==> config.mk <==
export PLATFORM = sky130hd
export DESIGN_NAME = board_state_ctl
export DESIGN_NICKNAME = d
export VERILOG_FILES = /design/src/rtl/board_state_ctl.sv
export SDC_FILE = /design/constraint.sdc
export NUM_CORES = 1
export LEC_CHECK = 0
export CAP_MARGIN = 10
export CORE_UTILIZATION = 56
export DETAILED_ROUTE_END_ITERATION = 6
export HOLD_SLACK_MARGIN = 0.02
export PLACE_DENSITY = 0.95
export REMOVE_ABC_BUFFERS = 1
export SLEW_MARGIN = 10
export SYNTH_ARGS = -nofsm -noshare
export SYNTH_HDL_FRONTEND = slang
export SYNTH_SLANG_ARGS = --single-unit
export TNS_END_PERCENT = 10
==> constraint.sdc <==
create_clock -name pclk -period 8.37 [get_ports pclk]
set_clock_uncertainty 0.05 [all_clocks]
set_input_delay 1.674 -clock pclk [delete_from_list [all_inputs] [get_ports pclk]]
set_output_delay 1.674 -clock pclk [all_outputs]
set_load 0.02 [all_outputs]
==> src/rtl/board_state_ctl.sv <==
// board_state_ctl: tic-tac-toe board controller; turns mouse clicks into square occupancy/owner
// flags, tracks the turn and detects win/draw. Optional macro BOARD_CLICK_SYNC_EN adds a click synchronizer.
//
// state | meaning
// IDLE  | game screen inactive, board held clear
// PLAY  | waiting for a click on an empty square
// CHECK | one cycle: evaluate the 8 lines on the registered board
// OVER  | win or draw reached, board frozen until the next click

module board_state_ctl #(
    parameter int H_MAX = 1023,
    parameter int V_MAX = 767
) (
    input  logic        pclk,
    input  logic        rst,
    input  logic        start_en,
    input  logic        choice_en,
    input  logic [11:0] mouse_xpos,
    input  logic [11:0] mouse_ypos,
    input  logic        mouse_left,
    output logic [8:0]  square_occ,
    output logic [8:0]  square_owner,
    output logic        turn,
    output logic [1:0]  winner,
    output logic        game_over,
    output logic [3:0]  moves
);

    typedef enum logic [1:0] {IDLE, PLAY, CHECK, OVER} state_t;

    localparam logic [11:0] H_LAST = 12'(H_MAX);
    localparam logic [11:0] V_LAST = 12'(V_MAX);

    state_t      state;
    logic        left_in;
    logic [11:0] xpos_in;
    logic [11:0] ypos_in;

`ifdef BOARD_CLICK_SYNC_EN
    logic        left_s1, left_s2;
    logic [11:0] x_s1, x_s2, y_s1, y_s2;

    // Coordinates ride alongside the synchronizer so each click keeps its own position.
    always_ff @(posedge pclk) begin
        if (rst) begin
            left_s1 <= 1'b0;
            left_s2 <= 1'b0;
            x_s1    <= 12'd0;
            x_s2    <= 12'd0;
            y_s1    <= 12'd0;
            y_s2    <= 12'd0;
        end else begin
            left_s1 <= mouse_left;
            left_s2 <= left_s1;
            x_s1    <= mouse_xpos;
            x_s2    <= x_s1;
            y_s1    <= mouse_ypos;
            y_s2    <= y_s1;
        end
    end

    assign left_in = left_s2;
    assign xpos_in = x_s2;
    assign ypos_in = y_s2;
`else
    assign left_in = mouse_left;
    assign xpos_in = mouse_xpos;
    assign ypos_in = mouse_ypos;
`endif

    logic        left_q;
    logic        click_q;
    logic [11:0] click_x;
    logic [11:0] click_y;

    always_ff @(posedge pclk) begin
        if (rst) begin
            left_q  <= 1'b0;
            click_q <= 1'b0;
            click_x <= 12'd0;
            click_y <= 12'd0;
        end else begin
            left_q  <= left_in;
            click_q <= left_in & ~left_q;
            click_x <= xpos_in;
            click_y <= ypos_in;
        end
    end

    logic [1:0] col, row;
    logic       col_ok, row_ok;
    logic [3:0] sq_idx;
    logic [8:0] sq_sel;
    logic       sq_free;

    always_comb begin
        col    = 2'd0;
        col_ok = 1'b1;
        if (click_x <= 12'd338)
            col = 2'd0;
        else if (click_x >= 12'd343 && click_x <= 12'd680)
            col = 2'd1;
        else if (click_x >= 12'd685 && click_x <= H_LAST)
            col = 2'd2;
        else
            col_ok = 1'b0;

        row    = 2'd0;
        row_ok = 1'b1;
        if (click_y <= 12'd252)
            row = 2'd0;
        else if (click_y >= 12'd257 && click_y <= 12'd510)
            row = 2'd1;
        else if (click_y >= 12'd515 && click_y <= V_LAST)
            row = 2'd2;
        else
            row_ok = 1'b0;
    end

    assign sq_idx  = {2'b00, row} * 4'd3 + {2'b00, col};
    assign sq_sel  = 9'd1 << sq_idx;
    assign sq_free = col_ok && row_ok && ((square_occ & sq_sel) == 9'd0);

    function automatic logic line_hit(input logic [8:0] b);
        line_hit = (b[0] & b[1] & b[2]) | (b[3] & b[4] & b[5]) | (b[6] & b[7] & b[8]) |
                   (b[0] & b[3] & b[6]) | (b[1] & b[4] & b[7]) | (b[2] & b[5] & b[8]) |
                   (b[0] & b[4] & b[8]) | (b[2] & b[4] & b[6]);
    endfunction

    logic win0, win1;
    assign win0 = line_hit(square_occ & ~square_owner);
    assign win1 = line_hit(square_occ & square_owner);

    always_ff @(posedge pclk) begin
        if (rst) begin
            state        <= IDLE;
            square_occ   <= 9'd0;
            square_owner <= 9'd0;
            turn         <= 1'b0;
            winner       <= 2'b00;
            game_over    <= 1'b0;
            moves        <= 4'd0;
        end else if (state != IDLE && (!start_en || choice_en)) begin
            // Leaving the game screen wins over any click in the same cycle.
            state        <= IDLE;
            square_occ   <= 9'd0;
            square_owner <= 9'd0;
            turn         <= 1'b0;
            winner       <= 2'b00;
            game_over    <= 1'b0;
            moves        <= 4'd0;
        end else begin
            case (state)
                IDLE: begin
                    if (start_en && !choice_en)
                        state <= PLAY;
                end
                PLAY: begin
                    if (click_q && sq_free) begin
                        square_occ   <= square_occ | sq_sel;
                        square_owner <= turn ? (square_owner | sq_sel) : (square_owner & ~sq_sel);
                        turn         <= ~turn;
                        moves        <= moves + 4'd1;
                        state        <= CHECK;
                    end
                end
                CHECK: begin
                    if (win0 || win1) begin
                        winner    <= {win1, win0};
                        game_over <= 1'b1;
                        state     <= OVER;
                    end else if (moves == 4'd9) begin
                        winner    <= 2'b11;
                        game_over <= 1'b1;
                        state     <= OVER;
                    end else begin
                        state <= PLAY;
                    end
                end
                OVER: begin
                    if (click_q) begin
                        square_occ   <= 9'd0;
                        square_owner <= 9'd0;
                        turn         <= 1'b0;
                        winner       <= 2'b00;
                        game_over    <= 1'b0;
                        moves        <= 4'd0;
                        state        <= PLAY;
                    end
                end
                default: state <= IDLE;
            endcase
        end
    end

endmodule

; Yosys cells after proc, flatten, opt, wreduce, memory -nomap -nowiden
; Index checks and enable logic that the tools add are counted.
[classes]
n_mul = 1
shift = 1
bitwise = 57
n_reduce_logical = 22
n_addsub = 2
order_cmp = 10
muxes = 37
n_eq_ne = 8
[ops]
columns = op, n
row1 = bitwise AND 9 bit, 4
row2 = less-or-equal comparator 12 x 10 -> 1 bit (second input constant), 3
row3 = 2-to-1 mux 9 bit, 4
row4 = case mux 9 bit (2 select lines), 2
row5 = bitwise AND 1 bit, 33
row6 = 2-to-1 mux 2 bit, 14
row7 = greater-or-equal comparator 12 x 10 -> 1 bit (second input constant), 2
row8 = greater-or-equal comparator 12 x 9 -> 1 bit (second input constant), 2
row9 = less-or-equal comparator 12 x 9 -> 1 bit (second input constant), 2
row10 = inverter 9 bit, 2
row11 = bitwise OR 9 bit, 2
row12 = bitwise OR 1 bit, 14
row13 = less-or-equal comparator 12 x 8 -> 1 bit (second input constant), 1
row14 = 2-to-1 mux 1 bit, 10
row15 = logical AND 1 bit, 9
row16 = zero test 9 bit, 1
row17 = AND reduction 3 bit, 3
row18 = << shifter 1 x 4 -> 9 bit (first input constant), 1
row19 = 2-to-1 mux 4 bit, 2
row20 = case mux 2 bit (4 select lines), 1
row21 = case mux 4 bit (2 select lines), 1
row22 = inequality test 2 bit (second input constant), 3
row23 = nonzero test 2 bit, 3
row24 = adder 4 x 1 -> 4 bit (second input constant), 1
row25 = other kinds (13), 18
[totals]
elab_cells = 149
out_inout_bits = 26
regBits = 54

; Depth between registers and ports, before layout
; Gate-level depths: netlist of run 1.
[logic_depth]
depth_word = 14
ltp_mapped = 16
ltp_nobuf = 14

; Least setup slack after synthesis of run 1
; No wires, ideal clock.
[synth_path]
kind = register to register
start = register click_y[4]
end = register square_occ[0]
path_stages_with_launch = 15
setup_slack_ns = 4.379
required_ns = 8.185
path_buffers = 1
period_less_slack_ns = 3.991
t_arrival_ns = 3.807
cell_sequence = dfxtp_1 -> or4_4 -> nor3_2 -> a211oi_4 -> fa_1 -> ha_1 -> inv_1 -> fa_1 -> buf_2 -> mux2i_1 -> o211ai_1 -> a211oi_2 -> o2111ai_1 -> o21ai_1 -> nor2_1
[synth_between]
elab_chain_len = 14
word_cells_on_any_way = 26
cone_classes = 1 x add/sub / 1 x mul / 5 x order compare / 1 x eq/ne / 1 x shift / 8 x mux / 2 x bitwise / 7 x reduce/logical
[synth_rtl]
columns = item, line
row1 = start: declaration, 74  ; logic [11:0] click_y;
row2 = start signal: assignment, 86  ; click_y <= ypos_in;
row3 = greater-or-equal comparator 12 x 10 -> 1 bit or less-or-equal comparator 12 x 10 -> 1 bit (tied branches), 114  ; else if (click_y >= 12'd515 && click_y <= V_LAST)
row4 = logical AND 1 bit, 114
row5 = 2-to-1 mux 2 bit, 114
row6 = 2-to-1 mux 2 bit, 112  ; else if (click_y >= 12'd257 && click_y <= 12'd510)
row7 = 2-to-1 mux 2 bit, 110  ; if (click_y <= 12'd252)
row8 = multiplier 2 x 2 -> 4 bit, 120  ; assign sq_idx = {2'b00, row} * 4'd3 + {2'b00, col};
row9 = adder 4 x 2 -> 4 bit, 120
row10 = << shifter 1 x 4 -> 9 bit, 121  ; assign sq_sel = 9'd1 << sq_idx;
row11 = bitwise AND 9 bit, 122  ; assign sq_free = col_ok && row_ok && ((square_occ & sq_sel) == 9'd0);
row12 = zero test 9 bit, 122
row13 = logical AND 1 bit, 122
row14 = logical AND 1 bit, 159  ; if (click_q && sq_free) begin
row15 = inequality test 2 bit (no source line), n/a
row16 = AND reduction 3 bit (no source line), n/a
row17 = end signal: assignment, 160  ; square_occ <= square_occ | sq_sel;
row18 = end: declaration, 21  ; output logic [8:0] square_occ,
; Parallel ways exist; a longest one is shown, timed or not. The select of a mux whose other input is x is not followed.
; A chain may end at the register's enable or synchronous reset.

; Worst setup path after layout of run 1
[layout_path]
start = register click_y[4]
end = register square_owner[6]
[layout_between]
elab_chain_len = 14
word_cells_on_any_way = 29
cone_classes = 1 x add/sub / 1 x mul / 5 x order compare / 1 x eq/ne / 1 x shift / 9 x mux / 4 x bitwise / 7 x reduce/logical
[layout_rtl]
columns = item, line
row1 = greater-or-equal comparator 12 x 10 -> 1 bit or less-or-equal comparator 12 x 10 -> 1 bit (tied branches), 114
row2 = logical AND 1 bit, 114
row3 = 2-to-1 mux 2 bit, 114
row4 = 2-to-1 mux 2 bit, 112
row5 = 2-to-1 mux 2 bit, 110
row6 = multiplier 2 x 2 -> 4 bit, 120
row7 = adder 4 x 2 -> 4 bit, 120
row8 = << shifter 1 x 4 -> 9 bit, 121
row9 = bitwise AND 9 bit, 122
row10 = zero test 9 bit, 122
row11 = logical AND 1 bit, 122
row12 = logical AND 1 bit, 159
row13 = inequality test 2 bit (no source line), n/a
row14 = AND reduction 3 bit (no source line), n/a
row15 = end signal: assignment, 161  ; square_owner <= turn ? (square_owner | sq_sel) : (square_owner & ~sq_sel);
row16 = end: declaration, 22  ; output logic [8:0] square_owner,
; Parallel ways exist; a longest one is shown, timed or not. The select of a mux whose other input is x is not followed.

==> results.txt, run 1 <==
The floorplan step defined a core boundary enclosing 0.00475 sq mm. STA classifies the critical path startpoint as a flip-flop. The kind of capture point of the worst setup path is a flip-flop. The antenna diode count was 0; the number of setup buffers added after CTS was 0.

From synthesis to final layout, the design area changed by 23.4%. Largest area contributor in the synthesized netlist: sky130_fd_sc_hd__dfxtp_1. The total overflow left after global routing is 0. The initial standard-cell utilization of the core was 0.586; the routed wire length was 5800 um. For this run, the leading register cell type out of synthesis is sky130_fd_sc_hd__dfxtp_1. Initial antenna violation count: 0.

The library cells used most frequently in the layout, excluding fill and tap cells, are sky130_fd_sc_hd__dfxtp_1, sky130_fd_sc_hd__clkdlybuf4s50_1, sky130_fd_sc_hd__nor2b_1. In this run, post-CTS repair resized a total of 0 instances. Critical path arrival: 4.70 ns.

In the routed design, unresolved DRC markers number 0. Setup violations remaining at the end of the flow were counted as 0. The tools report the insertion delay of the later-clocked pin in the worst-skew pair as 0.30 ns.

The total track usage is 0.238, and the number of nets in the layout is 399. The post-route minimum period came out at 4.54 ns. Using the TritonRoute via totals, the vias-per-cell ratio works out to 5.80. A synthesized cell averages 9.05 sq um.

The register share of total power is 0.548, and the count of flip-flops with a built-in enable after synthesis is 0. The tree is rooted in a sky130_fd_sc_hd__clkbuf_8. The net switching component of the power is 0.135 mW, and the internal power summed over all cells is 0.365 mW. In the final timing run, aggregate negative setup slack is 0 ns. At the end of routability-driven placement, the weighted congestion stood at 0.896. The logs give 0.186 for the relative contribution of combinational cells to total power and 4 for the number of search-and-repair iterations in the first detailed-routing pass.

The run gives 0.266 as the relative contribution of the clock network to total power. The die is 72.5 um wide. The count of cells along the worst register-to-register path came out at 14. Category of the critical setup timing path: flip-flop to flip-flop. The number of clock buffers inserted by TritonCTS is 5, and the average wire length per cell after detail routing is 13.6 um. Yosys printed 0 warnings. The flow ran to the end, and the final reports show no timing, DRC or antenna violations. The net switching fraction of the power was 0.270. The number of max-slew violations in the final report is 0, and the fraction of layout instances using a drive strength above 1 is 0.0557. Footprint of the multi-input gates: 0.00160 sq mm. The first global-routing pass estimated 9870 um of wire. CTS saw 54 sinks. The depth of the worst hold-timing path is 1, and the reg2reg setup slack is 3.83 ns. The logs give 0.00279 sq mm for the combined area of all synthesized cells and 0.00526 sq mm for the die area. Register bit count reported by yosys: 54.

Row generation in the floorplan step produced 25 rows. For the worst setup path, the data required time is 8.53 ns. In this run the critical register-to-register path is launched from click_y[4].

Counting the fill cells in the layout gives 388. For the pre-CTS setup slack, the log shows 3.87 ns. Along the worst path, the maximum fanout reaches 23. The tools report the highest ir drop seen on vdd as 0.103 mV.

Yosys mapped the design onto 59 distinct sky130hd cell types. For the pin with the worst max-slew slack, the measured transition is 0.660 ns. For this design the ratio of total power to cell area is 146 mW/mm^2.

Synthesis handed over a netlist of 308 instances. The number of hold-slack violations in the final timing report came out at 0. The worst hold-check path type is flip-flop to flip-flop. The worst-case setup margin in the final layout is 3.83 ns, and the I/O pin total is 55. The share of the synthesized area in the top cell type was 0.388; the antenna violation net count after detailed routing was 0.

Summing all flip-flop and latch instances after layout gives 0.00108 sq mm. Clock-pin slew was measured on the worst setup and hold paths at 0.09 ns. Measured along the y axis, the die boundary spans 72.5 um.

The final route contains 2,471 vias. The run gives 0.723 as the post-route core utilization. Async set or reset register ratio after synthesis: 0.

The logs give 2,314 for the number of global-route vias before repair and 4420 um for the sum of net half-perimeters after detailed placement. Max-cap violations in this run came to 0. The maximum root-to-sink buffer count was 2. The first routing iteration left 124 violations. The count of port buffers added during placement works out to 54.

The remaining max-slew budget at the tightest pin is 0.557. The analysis attributes to cell leakage a power of 1.21 nW. In this run, post-CTS hold repair placed 0 buffers.

Setup repair after global routing left no endpoint under its margin. TritonCTS built the clock tree. The tools report the part of the Yosys area used for sequential elements as 0.388. The H-tree generated during clock tree synthesis spans 2 levels.

Ranked by total cell area, the synthesized netlist is headed by sky130_fd_sc_hd__dfxtp_1, sky130_fd_sc_hd__nor2b_1, sky130_fd_sc_hd__ha_1, sky130_fd_sc_hd__nor2_1, sky130_fd_sc_hd__o2bb2ai_1. The most critical setup path has its startpoint at click_y[4]. Entering global routing, the biggest net connects 29 pins. For this run, the top clock speed supported by timing is 0.220 GHz. The startpoint identified for the worst hold timing path is left_q. Share of the cycle needed by the critical path after routing: 0.542.
logic make-up (layout without fill, tap and decap cells):
kind of cell	after synthesis	in the layout	share of synthesized area
AND/OR/NAND/NOR	138	138	0.289
AO/OA/AOI/OAI	75	75	0.209
flip-flops	54	54	0.388
buffers and inverters	24	75	0.0377
adder cells (fa/ha/maj)	11	11	0.0548
multiplexers	6	6	0.0216
synth_stat cells (all sizes together), types with 3 or more instances:
master   count
a211oi       4
a21oi       14
a31o         3
buf          5
clkbuf       6
dfxtp       54
ha           9
inv         13
mux2i        6
nand2       22
nand2b       8
nand3        5
nand4       12
nor2        29
nor2b       30
nor3         8
nor4bb       8
o211ai       7
o21ai       10
o22ai       12
o2bb2ai     10
o31ai        3
or4b         3
routing by layer:
| metal | routed length (um) | global-route usage | up-vias | share of wire |
|---|---|---|---|---|
| met3 | 340 | 0.0486 | 15 | 0.059 |
| met4 | 145 | 0.113 | 0 | 0.025 |
| met5 | 0 | 0 | - | 0 |
| met1 | 2440 | 0.267 | 1122 | 0.42 |
| li1 | - | - | 1228 | - |
| met2 | 2880 | 0.428 | 106 | 0.50 |
flip-flops by register name, summed over array words and instances, names as in the netlist:
signal / cells
click_y: 12
click_q: 1
winner: 2
square_owner: 9
left_q: 1
turn: 1
click_x: 12
square_occ: 9
game_over: 1
moves: 4
state: 2
worst paths after layout:
kind / to
max: square_owner[6]
min reg2reg: click_q
min: click_q
max reg2reg: square_owner[6]
area by class of cell:
type | instances | share of cell area
timing repair buffer | 55 | 0.159
tap | 67 | 0.0244
clock buffer | 7 | 0.0222
multi-input combinational | 230 | 0.465
sequential | 54 | 0.314
inverter | 13 | 0.0142
worst max-delay path, cell delays in order, from the launching register on:
cell,delay [ns]
sky130_fd_sc_hd__dfxtp_1,0.32
sky130_fd_sc_hd__or4_4,0.56
sky130_fd_sc_hd__nor3_2,0.20
sky130_fd_sc_hd__a211oi_4,0.14
sky130_fd_sc_hd__fa_1,0.56
sky130_fd_sc_hd__ha_1,0.14
sky130_fd_sc_hd__inv_1,0.05
sky130_fd_sc_hd__fa_1,0.70
sky130_fd_sc_hd__mux2i_1,0.23
sky130_fd_sc_hd__o211ai_1,0.13
sky130_fd_sc_hd__a211oi_2,0.36
sky130_fd_sc_hd__o211ai_4,0.15
sky130_fd_sc_hd__o21ai_4,0.50
sky130_fd_sc_hd__o22ai_1,0.16
sky130_fd_sc_hd__a21o_1,0.20
power by group through the flow:
stage	registers, mW	logic [mW]	clock network, mW
after detailed placement	0.280	0.0926	0
after global routing	0.276	0.103	0.145
after global placement	0.279	0.0894	0
final	0.274	0.0932	0.133
after CTS	0.274	0.0930	0.136
after floorplan	0.278	0.0629	0
through the flow:
step	std cells	hold slack [ns]	total power [mW]	cell area, sq um
6_report	426	0.337	0.500	3440
3_3_place_gp	419	0.321	0.369	3360
3_5_place_dp	419	0.327	0.373	3360
2_1_floorplan	297	0.317	0.341	2730
5_1_grt	426	0.360	0.523	3440
4_1_cts	426	0.339	0.503	3440
(Power assumes the default switching activity.)
==> inputs of run 2 (changes only) <==
CORE_UTILIZATION = 47   (was 56)
PLACE_DENSITY = 0.89   (was 0.95)
clock period = 3.91 ns   (was 8.37 ns; I/O delays follow)
==> run 2 against run 1 <==
Net effect: cell area grew 3.9%; first-iteration DRC count grew 42%; the run now ends with negative setup slack left; clock power grew 140%; setup slack lost 3.9 ns; non-clock buffer count grew 11; final cell count grew 4.0%; global-route usage shrank 2.0 points; sequential power grew 110%; hold slack gained 0.030 ns; maximum frequency grew 14%; via count grew 3.8%.
==> results.txt, run 2 (synthesis results as in run 1) <==
Worst hold-check path type: flip-flop to flip-flop (unchanged). The startpoint type of the worst setup path is a flip-flop (unchanged). The number of buffer and inverter stages on the critical path was 2 (was 1). The I/O pin total was 55 (unchanged).

The peak per-stage delay on the critical path is 0.59 ns (was 0.70 ns). The floorplan die width was 79.0 um (was 72.5 um). The transition time at the pin with the least slew margin was 0.651 ns (was 0.660 ns). The logs give 0 (unchanged) for the number of max-slew violations in the final report and 0.218 (was 0.238) for the total track usage. The remaining max-slew budget at the tightest pin was 0.562 (was 0.557); the sum of net half-perimeters after detailed placement was 4890 um (was 4420 um). The fraction of layout instances using a drive strength above 1 came out at 0.0970 (was 0.0557). The run gives 54 (unchanged) as the number of sinks handled by clock tree synthesis. The total global routing overflow came out at 0 (unchanged). Critical path cell sequence: or4_4 > nor3_4 > a211oi_4 > fa_1 > ha_1 > inv_1 > fa_2 > mux2i_1 > o211ai_1 > a211oi_2 > o211ai_4 > o21ai_4 > buf_12 > o22ai_1 > a21o_1 (was or4_4 > nor3_2 > a211oi_4 > fa_1 > ha_1 > inv_1 > fa_1 > mux2i_1 > o211ai_1 > a211oi_2 > o211ai_4 > o21ai_4 > o22ai_1 > a21o_1). The number of global-route vias before repair is 2,524 (was 2,314). The logs give -0.0774 ns (was 3.83 ns) for the worst-case setup margin in the final layout and 5 (was 4) for the number of search-and-repair iterations in the first detailed-routing pass. The run gives 0.00624 sq mm (was 0.00526 sq mm) as the die area. The highest ir drop seen on vdd is 0.202 mV (was 0.103 mV), and the count of routing violations after the opening detailed-route iteration is 176 (was 124). The final number of setup-violating endpoints is 23 (was 0), and the worst-case hold slack is 0.367 ns (was 0.337 ns). The pin count of the biggest net entering global routing is 28 (was 29), and the total number of H-tree levels is 2 (unchanged). Registers with the most flip-flops: click_x: 12 flops, click_y: 12 flops (unchanged). The tools report the required arrival time at the worst endpoint as 4.08 ns (was 8.53 ns). The initial antenna violation count was 0 (unchanged). The signed area change from the synthesized netlist to the final layout came out at 28.2% (was 23.4%). The wire length of the first global-routing pass was 10,800 um (was 9870 um); the number of hold-slack violations in the final timing report was 0 (unchanged). The insertion delay of the later-clocked pin in the worst-skew pair is 0.31 ns (was 0.30 ns). For the critical path arrival, the log shows 4.15 ns (was 4.70 ns).

The kind of capture point of the worst setup path is a flip-flop (unchanged). The run finished, with violations left. Commonest cells after routing, fill and taps aside: sky130_fd_sc_hd__dfxtp_1, sky130_fd_sc_hd__clkdlybuf4s50_1, sky130_fd_sc_hd__nor2b_1 (unchanged).

Number of vias per cell after detailed routing: 5.79 (was 5.80). The final reports fail on negative setup slack. The routed via count came out at 2,566 (was 2,471). Setup repair after global routing could not meet its margin everywhere. The share of the cycle needed by the critical path after routing is 1.02 (was 0.542). The clock slew at the register clock pins of the worst setup and hold paths is 0.09 ns (about the same), and the count of port buffers added during placement is 54 (unchanged). The kind of cell adding the most delay to the critical path is adder cells (was compound AO/OA/AOI/OAI gates). Cell at the slowest stage of the critical path: sky130_fd_sc_hd__fa_2 (was sky130_fd_sc_hd__fa_1). The antenna diode count came out at 0 (unchanged).

The number of clock buffers inserted by TritonCTS was 5 (unchanged). The initial standard-cell utilization of the core is 0.497 (was 0.586), and the average wire length per cell after detail routing is 14.8 um (was 13.6 um). The overall die height was 79.0 um (was 72.5 um). The tools report the library cell used as clock root buffer as sky130_fd_sc_hd__clkbuf_8 (unchanged). The weighted congestion reported at the end of routability-driven placement was 0.845 (was 0.896). TritonCTS built the clock tree. The number of nets in the layout is 410 (was 399). For the number of maximum-capacitance violations, the log shows 0 (unchanged). The tools report the count of standard-cell rows as 27 (was 25). The category of the critical setup timing path is flip-flop to flip-flop (unchanged). The total leakage power was 1.28 nW (was 1.21 nW). The tools report the placeable core region as 0.00561 sq mm (was 0.00475 sq mm). The number of remaining DRC errors was 0 (unchanged); the maximum root-to-sink buffer count was 2 (unchanged). The power density over the cells is 315 mW/mm^2 (was 146 mW/mm^2). The post-route minimum period is 3.99 ns (was 4.54 ns), and the peak clock frequency supported by timing is 0.251 GHz (was 0.220 GHz).

The tools report the routed wire length as 6540 um (was 5800 um). The run gives 479 (was 388) as the final-layout fill cell count. The antenna violation net count after detailed routing came out at 0 (unchanged).

The maximum fanout count along the critical path was 21 (was 23). The sum of negative setup slack came out at -1.08 ns (was 0 ns).
## run 2: metrics by stage
stage                      util  worst slack, ns  cell area (sq um)  total power, mW  cells
after floorplan               -           -0.249               2730            0.731    297
after global placement    0.618          -0.0712               3460            0.805    435
after detailed placement  0.618           -0.174               3460            0.815    435
after CTS                 0.637          -0.0984               3570             1.13    443
after global routing      0.637           -0.242               3570             1.18    443
final                     0.637          -0.0774               3570             1.13    443
## run 2: metal layers
metal / part of all wire / up-vias / GRT usage
met2: 0.50 / 98 / 0.387
met5: 0 / - / 0
li1: - / 1256 / -
met4: 0.017 / 0 / 0.0982
met1: 0.43 / 1199 / 0.246
met3: 0.051 / 13 / 0.0529
## run 2: path summary, 6_finish.rpt
path / start / end / slack, ns / cells after the start
max: click_y[4] / square_owner[6] / -0.08 / 15
min: left_q / click_q / 0.37 / 1
max reg2reg: click_y[4] / square_owner[6] / -0.08 / 15
min reg2reg: left_q / click_q / 0.37 / 1
## run 2: layout make-up
class	count	area, sq um	share of cell area
clock buffer	7	86.3	0.0242
clock inverter	1	5.00	0.00140
inverter	13	48.8	0.0137
multi-input combinational	230	1620	0.453
sequential	54	1080	0.303
tap	72	90.1	0.0252
timing repair buffer	66	643	0.180
## run 2: power by group
part / switching (mW) / internal [mW]
registers: 0.0187 / 0.569
logic: 0.120 / 0.100
clock network: 0.176 / 0.143
total: 0.314 / 0.812
## run 2: what timing repair did
item / 4_1_cts / 5_1_grt
buffers inserted: 0 / 0
hold buffers: 0 / 0
resized for setup: 5 / 0
setup endpoints to repair: 25 / 25
pin swaps: 2 / 2
==> inputs of run 3 (changes only) <==
CTS_CLUSTER_SIZE = 20   (was not set)
==> results of run 3 <==
The final DEF is identical to that of run 2; final timing and power are the same.
